## src/rtl/rx_mac_hash_calc.sv

```systemverilog
// rx_mac_hash_calc: assembles DMAC/SMAC byte streams into 48-bit addresses,
// folds each into a hash index, classifies the DMAC and queues the results
// (2 entries) toward the MAC-table lookup engine.

// One address collector: IDLE -> COLLECT -> DONE, six bytes MSB first.
module rx_mac_collector (
  input  logic        clk_i,
  input  logic        rst_ni,
  input  logic [7:0]  data_i,
  input  logic        vld_i,
  input  logic        soc_i,
  input  logic        eoc_i,
  input  logic        pair_i,
  input  logic        flush_i,
  output logic        done_o,
  output logic [47:0] addr_o,
  output logic        err_o,
  output logic        desync_o
);
  typedef enum logic [1:0] {IDLE = 2'd0, COLLECT = 2'd1, DONE = 2'd2} state_e;

  state_e      state_q, state_d;
  logic [2:0]  cnt_q, cnt_d, cnt_inc;
  logic [47:0] addr_q, addr_d;

  assign done_o   = (state_q == DONE);
  assign addr_o   = addr_q;
  assign desync_o = done_o & vld_i & soc_i & ~pair_i;
  assign cnt_inc  = cnt_q + 3'd1;

  // State, byte counter and shift register.
  always_ff @(posedge clk_i or negedge rst_ni) begin
    if (!rst_ni) begin
      state_q <= IDLE;
      cnt_q   <= '0;
      addr_q  <= '0;
    end else begin
      state_q <= state_d;
      cnt_q   <= cnt_d;
      addr_q  <= addr_d;
    end
  end

  // Next-state: field framing, length checking and desync detection.
  always_comb begin
    state_d = state_q;
    cnt_d   = cnt_q;
    addr_d  = addr_q;
    err_o   = 1'b0;
    if (flush_i) begin
      state_d = IDLE;
    end else begin
      case (state_q)
        IDLE: begin
          if (vld_i && soc_i) begin
            if (eoc_i) begin
              err_o = 1'b1;
            end else begin
              addr_d  = {40'd0, data_i};
              cnt_d   = 3'd1;
              state_d = COLLECT;
            end
          end
        end
        COLLECT: begin
          if (vld_i) begin
            if (soc_i) begin
              err_o = 1'b1;
              if (eoc_i) begin
                state_d = IDLE;
              end else begin
                addr_d = {40'd0, data_i};
                cnt_d  = 3'd1;
              end
            end else begin
              addr_d = {addr_q[39:0], data_i};
              cnt_d  = cnt_inc;
              if (eoc_i) begin
                if (cnt_inc == 3'd6) begin
                  state_d = DONE;
                end else begin
                  err_o   = 1'b1;
                  state_d = IDLE;
                end
              end else if (cnt_inc == 3'd7) begin
                err_o   = 1'b1;
                state_d = IDLE;
              end
            end
          end
        end
        DONE: begin
          // While pairing, a soc simply starts the next field; otherwise it
          // means the partner never finished and this frame is abandoned.
          if (pair_i) begin
            state_d = IDLE;
          end
          if (vld_i && soc_i) begin
            if (eoc_i) begin
              err_o   = 1'b1;
              state_d = IDLE;
            end else begin
              err_o   = ~pair_i;
              addr_d  = {40'd0, data_i};
              cnt_d   = 3'd1;
              state_d = COLLECT;
            end
          end
        end
        default: state_d = IDLE;
      endcase
    end
  end
endmodule

module rx_mac_hash_calc #(
  parameter int unsigned HASH_WIDTH     = 12,
  parameter int unsigned DROP_CNT_WIDTH = 16
) (
  input  logic                      i_clk,
  input  logic                      i_rst,
  input  logic [7:0]                i_dmac_data,
  input  logic                      i_dmac_data_vld,
  input  logic                      i_dmac_soc,
  input  logic                      i_dmac_eoc,
  input  logic [7:0]                i_smac_data,
  input  logic                      i_smac_data_vld,
  input  logic                      i_smac_soc,
  input  logic                      i_smac_eoc,
  output logic                      o_hash_vld,
  input  logic                      i_hash_ready,
  output logic [47:0]               o_dmac,
  output logic [47:0]               o_smac,
  output logic [HASH_WIDTH-1:0]     o_dmac_hash,
  output logic [HASH_WIDTH-1:0]     o_smac_hash,
  output logic                      o_broadcast_frm,
  output logic                      o_multicast_frm,
  output logic                      o_mac_err,
  output logic                      o_ovf_drop,
  output logic [DROP_CNT_WIDTH-1:0] o_drop_cnt
);
  localparam int unsigned NSLICE = 48 / HASH_WIDTH;

  function automatic logic [HASH_WIDTH-1:0] fold(input logic [47:0] a);
    logic [HASH_WIDTH-1:0] r;
    r = '0;
    for (int unsigned i = 0; i < NSLICE; i++) r ^= a[i*HASH_WIDTH +: HASH_WIDTH];
    return r;
  endfunction

  logic        d_done, s_done, d_err, s_err, d_desync, s_desync, pair;
  logic [47:0] d_addr, s_addr;

  assign pair = d_done & s_done;

  rx_mac_collector u_dmac (
    .clk_i(i_clk), .rst_ni(i_rst), .data_i(i_dmac_data), .vld_i(i_dmac_data_vld),
    .soc_i(i_dmac_soc), .eoc_i(i_dmac_eoc), .pair_i(pair), .flush_i(s_desync),
    .done_o(d_done), .addr_o(d_addr), .err_o(d_err), .desync_o(d_desync)
  );

  rx_mac_collector u_smac (
    .clk_i(i_clk), .rst_ni(i_rst), .data_i(i_smac_data), .vld_i(i_smac_data_vld),
    .soc_i(i_smac_soc), .eoc_i(i_smac_eoc), .pair_i(pair), .flush_i(d_desync),
    .done_o(s_done), .addr_o(s_addr), .err_o(s_err), .desync_o(s_desync)
  );

  logic [47:0]           dmac_mem [2];
  logic [47:0]           smac_mem [2];
  logic [HASH_WIDTH-1:0] dh_mem   [2];
  logic [HASH_WIDTH-1:0] sh_mem   [2];
  logic                  bc_mem   [2];
  logic                  mc_mem   [2];

  logic [1:0] wr_ptr_q, rd_ptr_q;
  logic       empty, full, pop, do_push, drop, bcast;
  logic       mac_err_q, ovf_q;
  logic [DROP_CNT_WIDTH-1:0] drop_cnt_q;

  assign empty   = (wr_ptr_q == rd_ptr_q);
  assign full    = (wr_ptr_q[0] == rd_ptr_q[0]) & (wr_ptr_q[1] != rd_ptr_q[1]);
  assign pop     = ~empty & i_hash_ready;
  assign do_push = pair & (~full | pop);
  assign drop    = pair & full & ~pop;
  assign bcast   = (d_addr == '1);

  // Queue pointers, error/drop pulses and saturating drop counter.
  always_ff @(posedge i_clk or negedge i_rst) begin
    if (!i_rst) begin
      wr_ptr_q   <= '0;
      rd_ptr_q   <= '0;
      mac_err_q  <= 1'b0;
      ovf_q      <= 1'b0;
      drop_cnt_q <= '0;
    end else begin
      if (do_push) wr_ptr_q <= wr_ptr_q + 2'd1;
      if (pop)     rd_ptr_q <= rd_ptr_q + 2'd1;
      mac_err_q <= d_err | s_err;
      ovf_q     <= drop;
      if (drop && (drop_cnt_q != '1)) drop_cnt_q <= drop_cnt_q + DROP_CNT_WIDTH'(1);
    end
  end

  // Entry storage: hashes and classification computed at pairing.
  always_ff @(posedge i_clk) begin
    if (do_push) begin
      dmac_mem[wr_ptr_q[0]] <= d_addr;
      smac_mem[wr_ptr_q[0]] <= s_addr;
      dh_mem[wr_ptr_q[0]]   <= fold(d_addr);
      sh_mem[wr_ptr_q[0]]   <= fold(s_addr);
      bc_mem[wr_ptr_q[0]]   <= bcast;
      mc_mem[wr_ptr_q[0]]   <= d_addr[40] & ~bcast;
    end
  end

  assign o_hash_vld      = ~empty;
  assign o_dmac          = empty ? '0 : dmac_mem[rd_ptr_q[0]];
  assign o_smac          = empty ? '0 : smac_mem[rd_ptr_q[0]];
  assign o_dmac_hash     = empty ? '0 : dh_mem[rd_ptr_q[0]];
  assign o_smac_hash     = empty ? '0 : sh_mem[rd_ptr_q[0]];
  assign o_broadcast_frm = ~empty & bc_mem[rd_ptr_q[0]];
  assign o_multicast_frm = ~empty & mc_mem[rd_ptr_q[0]];
  assign o_mac_err       = mac_err_q;
  assign o_ovf_drop      = ovf_q;
  assign o_drop_cnt      = drop_cnt_q;
endmodule

```

## config.mk

```make
export PLATFORM = sky130hd
export DESIGN_NAME = rx_mac_hash_calc
export DESIGN_NICKNAME = d
export VERILOG_FILES = /design/src/rtl/rx_mac_hash_calc.sv
export SDC_FILE = /design/constraint.sdc
export NUM_CORES = 1
export LEC_CHECK = 0
export BUFFER_PORTS_ARGS = -buffer_cell sky130_fd_sc_hd__buf_2
export CAP_MARGIN = 20
export CORE_ASPECT_RATIO = 2
export CORE_MARGIN = 2
export CORE_UTILIZATION = 55
export CTS_CLUSTER_DIAMETER = 120
export DETAILED_ROUTE_END_ITERATION = 10
export PLACE_DENSITY_LB_ADDON = 0.25
export SYNTH_ARGS = -nofsm -noshare
export SYNTH_HDL_FRONTEND = slang
export SYNTH_HIERARCHICAL = 1
export SYNTH_SLANG_ARGS = --single-unit
```

## constraint.sdc

```tcl
create_clock -name i_clk -period 16.05 [get_ports i_clk]
set_clock_uncertainty 0.2 [all_clocks]
set_input_delay 1.605 -clock i_clk [delete_from_list [all_inputs] [get_ports i_clk]]
set_output_delay 1.605 -clock i_clk [all_outputs]
set_load 0.01 [all_outputs]
```

# == Word level (Yosys, flattened, before mapping) ==
# Memory sizes are Yosys's and may differ from the RTL's.
# Cells that the tools add are included.
# classes
addsub,5
eq_ne,29
mux,73
bitwise,30
n_reduce_logical,13
# op_table
op,count
48-bit 2-to-1 mux,10
48-bit one-hot mux with 2 select lines,2
12-bit bitwise XOR,6
48-bit == test (second input constant),1
2-bit 2-to-1 mux,21
1-bit 2-to-1 mux,24
12-bit 2-to-1 mux,2
3-bit 2-to-1 mux,8
16-bit by 1-bit adder with 16-bit output (second input constant),1
16-bit != test (second input constant),1
1-bit AND,15
3-bit == test (second input constant),4
3-bit != test (second input constant),4
2-bit one-hot mux with 3 select lines,2
3-bit one-hot mux with 2 select lines,2
6-bit AND reduction,2
4-bit by 1-bit != test with 1-bit output (second input constant),2
4-bit by 3-bit != test with 1-bit output (second input constant),2
4-bit != test (second input constant),2
4-bit AND reduction,2
1-bit NOT,7
3-bit by 1-bit adder with 3-bit output (second input constant),2
3-bit by 2-bit != test with 1-bit output (second input constant),2
1-bit one-hot mux with 3 select lines,2
other kinds (13),24
# word_totals
ff_bits,128
mem_bits_rw,244
inputBits,25
output_inout_bits,141
word_cells,167
memories,6
# mem_list
name,words,word_bits,read_ports,rd_ports_with_merged_regs,write_ports,line,text
dmac_mem,2,48,1,0,1,168,logic [47:0] dmac_mem [2];
smac_mem,2,48,1,0,1,169,logic [47:0] smac_mem [2];
dh_mem,2,12,1,0,1,170,logic [HASH_WIDTH-1:0] dh_mem [2];
sh_mem,2,12,1,0,1,171,logic [HASH_WIDTH-1:0] sh_mem [2];
bc_mem,2,1,1,0,1,172,logic bc_mem [2];
mc_mem,2,1,1,0,1,173,logic mc_mem [2];

# == Depth between registers and ports, before layout ==
# depth
word_depth,9
mapped_depth,11
ltp_nobuf,8

# == Hierarchy ==
# Netlist, hierarchy kept.
# modules_own_cells
mod,n_inst,cells_per_inst,area_per_inst_um2
rx_mac_hash_calc,1,703,10998.0
rx_mac_collector,2,163,2190.9

# == Worst setup path after synthesis ==
# No wires, ideal clock.
# synth_path
path_type,input -> register
startpoint,in i_hash_ready
endpoint,mem bc_mem[0] (enable)
arrival_ps,6869
setup_slack_ps,8376
stages,3
path_buffers,0
path_cell_list,nand3b_1 nand2_1 nor2_1
# synth_between
elab_chain_len,5
# synth_lines
item,line,text
"start, declared",131,"input logic i_hash_ready,"
1-bit AND,182,assign pop = ~empty & i_hash_ready;
1-bit OR,183,assign do_push = pair & (~full | pop);
1-bit AND,183,
1-bit 2-to-1 mux,206,if (do_push) begin
1-bit 2-to-1 mux (implied by the code),211,bc_mem[wr_ptr_q[0]] <= bcast;
"end, declared",172,
# Every way passes these cells.

# == Final worst setup path ==
# layout_path
startpoint,reg rd_ptr_q[0]
endpoint,out o_dmac[46]
# layout_between
elab_chain_len,2
elab_cells_between_ends,3
classes_between,1 x eq/ne; 1 x mux; 1 x memory
# layout_lines
item,line,text
"start, declared",175,"logic [1:0] wr_ptr_q, rd_ptr_q;"
"start signal, assigned",197,if (pop) rd_ptr_q <= rd_ptr_q + 2'd1;
memory 2 x 48 bit / 2-bit == test (equally long branches),-,
48-bit 2-to-1 mux (*),217,assign o_dmac = empty ? '0 : dmac_mem[rd_ptr_q[0]];
"end, declared",132,"output logic [47:0] o_dmac,"
# Mark *: on every way between the ends. The rest lies on a longest branch, timed or not.

==> run metrics <==
status complete, no violations; FF-to-FF setup slack 12420 ps; Die ar. 29400 um2; Root Buffer clkbuf_16; residual DRC count 0; kind of critical path reg -> out; CTS tree built; fin. max-slew vios 0; Commonest cells post-synth 244 x edfxtp_1, 131 x nor2_1, 128 x dfrtp_1, 128 x mux2i_1, 84 x a22o_1; largest cells by area after synthesis edfxtp_1 48%, dfrtp_1 21%, mux2i_1 8.3%; Via density 5.687; Setup Fix Bufs, Post-CTS 0; Die Width 122.2 um; hold path endpoint wr_ptr_q[1]; cells on worst reg2reg path 7; final worst slack 10810 ps; cts-stage hold buffer count 0; Final Setup Violations 0; CTS Buffer Depth 3; maximum capacitance violations 0; Hold Path Class reg -> reg; Crit path arrival time 3430 ps; Synthesized Nets 1061; WHS Path Cells 1; core area 27550 um2; Seq cells post-synth 372; Synth top area share 47.64%; pre-CTS setup slack 11350 ps; chip height 240.5 um; Top Ports 166; Final min period 5237 ps; total power 3.076 mW; routed len/inst 20.92 um; total stage count of the critical path 5; nets 1217; Avg Cell Area, Syn 14.95 um2; Hold Fails Final Rpt 0; share of layout cells above drive strength 1 21.92%; DR pass1 iterations 5; slew margin rel. 23.94%; routability cong. 0.8202; top-count cell post-synth edfxtp_1; ys async rst share 34.41%; Util after Layout 63.65%; count of cell types in the netlist 41; cell family with most CP delay buffers and inverters; total negative slack 0 ps; largest net degree at the start of global routing 74; initial core utilization 55.83%; critical path's largest stage delay 930 ps; EDFF count, synth 244; fmax 0.1909 GHz; CTS resizes 0; Area Growth Syn to Fin 14.01%; Hold Startpoint wr_ptr_q[1]; TritonCTS buffer count 30; Worst Max-Slew Pin Slew 1141 ps; post-route ant nets 0; # H-tree levels 1; diode count 0; Syn Inst Count 1029; Worst EP required 14240 ps; RSZ-0062 raised after global routing no; Worst-Skew Late Latency 560 ps; crit-path cells buf_4 > buf_4 > mux2i_1 > nor2_1 > buf_2; total wire length 32650 um; register area share after synthesis 68.47%; post-synthesis cell area 15380 um2; IO buf count 165; Crit. End Element output port; 1st-iter DRT viols 445; vias in the first global route 8919; worst vdd ir 0.1360 mV; Setup crit start kind flip-flop; initial antenna violation count 0; Worst-path clk slew 70 ps; crit share post-route 32.63%; reg-to-reg endpoint dmac_mem[0][14]; row count 86; CP bufs+invs 3; overall routing resource usage 22.70%; Slowest-stage cell, CP buf_4; YS warnings 6; first-pass GRT wire length 50170 um; area leader, netlist edfxtp_1; total clock sinks 372; Critical Path Fanout Max 64; most frequent CP cell buf_4; leakage power 7.573 nW; Reg-to-Reg Start u_smac/state_q[0]; Overflow after GRT 0; predominant post-synthesis flop cell edfxtp_1; vias 8877; dpl hpwl 22080 um; power per cell area 175.4 nW/um2; worst hold margin 286.5 ps
[sequential cells by signal (all words and copies together), names as in the netlist]
name,flops
mc_mem,2
dh_mem,24
u_smac/cnt_q,3
smac_mem,96
dmac_mem,96
o_ovf_drop,1
u_smac/addr_o,48
o_mac_err,1
rd_ptr_q,2
u_smac/state_q,2
u_dmac/addr_o,48
o_drop_cnt,16
u_dmac/state_q,2
wr_ptr_q,2
bc_mem,2
u_dmac/cnt_q,3
sh_mem,24
[logic make-up (layout without fill, tap and decap cells)]
kind of cell / after synthesis / count (layout) / synth area share (%)
XOR/XNOR: 94 / 94 / 5.402
AO/OA/AOI/OAI: 118 / 118 / 6.167
adder cells (fa/ha/maj): 7 / 7 / 0.5695
flip-flops: 372 / 372 / 68.47
AND/OR/NAND/NOR: 216 / 216 / 6.996
buffers and inverters: 76 / 256 / 2.408
multiplexers: 146 / 146 / 9.990
[per-stage QoR]
step | area (um2) | instances
floorplan | 15380 | 1029
finish | 17530 | 1561
global placement | 16500 | 1503
CTS | 17520 | 1559
detailed placement | 16500 | 1503
global route | 17530 | 1561
[metal layers]
layer | wire length [um] | global-route usage (%)
met1 | 11310 | 24.97
met2 | 18450 | 42.46
met3 | 1148 | 2.419
met4 | 1742 | 11.22
met5 | 0 | 0
[how the worst max path moves through the flow]
stage,startpoint,endpoint,slack [ps]
after floorplan,i_hash_ready,bc_mem[0],8380
after global placement,rd_ptr_q[0],o_dmac[25],11390
after detailed placement,rd_ptr_q[0],o_dmac[25],11350
after CTS,rd_ptr_q[0],o_dmac[25],10740
after global routing,rd_ptr_q[0],o_dmac[46],10620
final,rd_ptr_q[0],o_dmac[46],10810
[where the power goes]
part	leakage [nW]	switching [mW]	internal (mW)
clock	0.478	0.333	0.420
combinational	3.08	0.568	0.432
sequential	4.02	0.148	1.18
total	7.57	1.05	2.03
[placed cells by master, fill, tap and decap left out, types with 3 or more instances in the layout]
cell type   netlist  layout
edfxtp_1        244     244
buf_2            35     164
nor2_1          131     130
mux2i_1         128     128
dfrtp_1         128     127
a22o_1           84      84
xnor2_1          53      53
xor2_1           40      40
clkbuf_16         0      31
inv_1            19      19
nand4_1          17      17
buf_4             1      15
mux2_4           14      14
a21oi_1          12      12
nand2_1          11      11
nor4_1           12      11
nand2b_1          8       8
nand3_1           7       7
ha_1              7       7
nor4_4            4       6
clkinvlp_4        0       6
o21ai_0           6       6
clkbuf_1         12       5
nor3_1            4       4
mux2_2            4       4
clkinv_2          0       4
bufinv_16         0       4
a21o_1            4       4
a211oi_1          4       4
and3_1            4       3
or2_2             3       3
nor2b_1           4       3
nor3b_1           3       3
clkinv_1          0       3
clkinv_4          0       3
[final cells by class]
| class | instances | area, um2 |
|---|---|---|
| tap | 352 | 440.4 |
| timing repair buffer | 181 | 945.9 |
| inverter | 19 | 71.32 |
| fill | 2105 | 10010 |
| clock buffer | 36 | 794.5 |
| sequential | 372 | 10530 |
| multi-input combinational | 581 | 4526 |
| clock inverter | 20 | 222.7 |
Power figures use the tool's default switching activity.
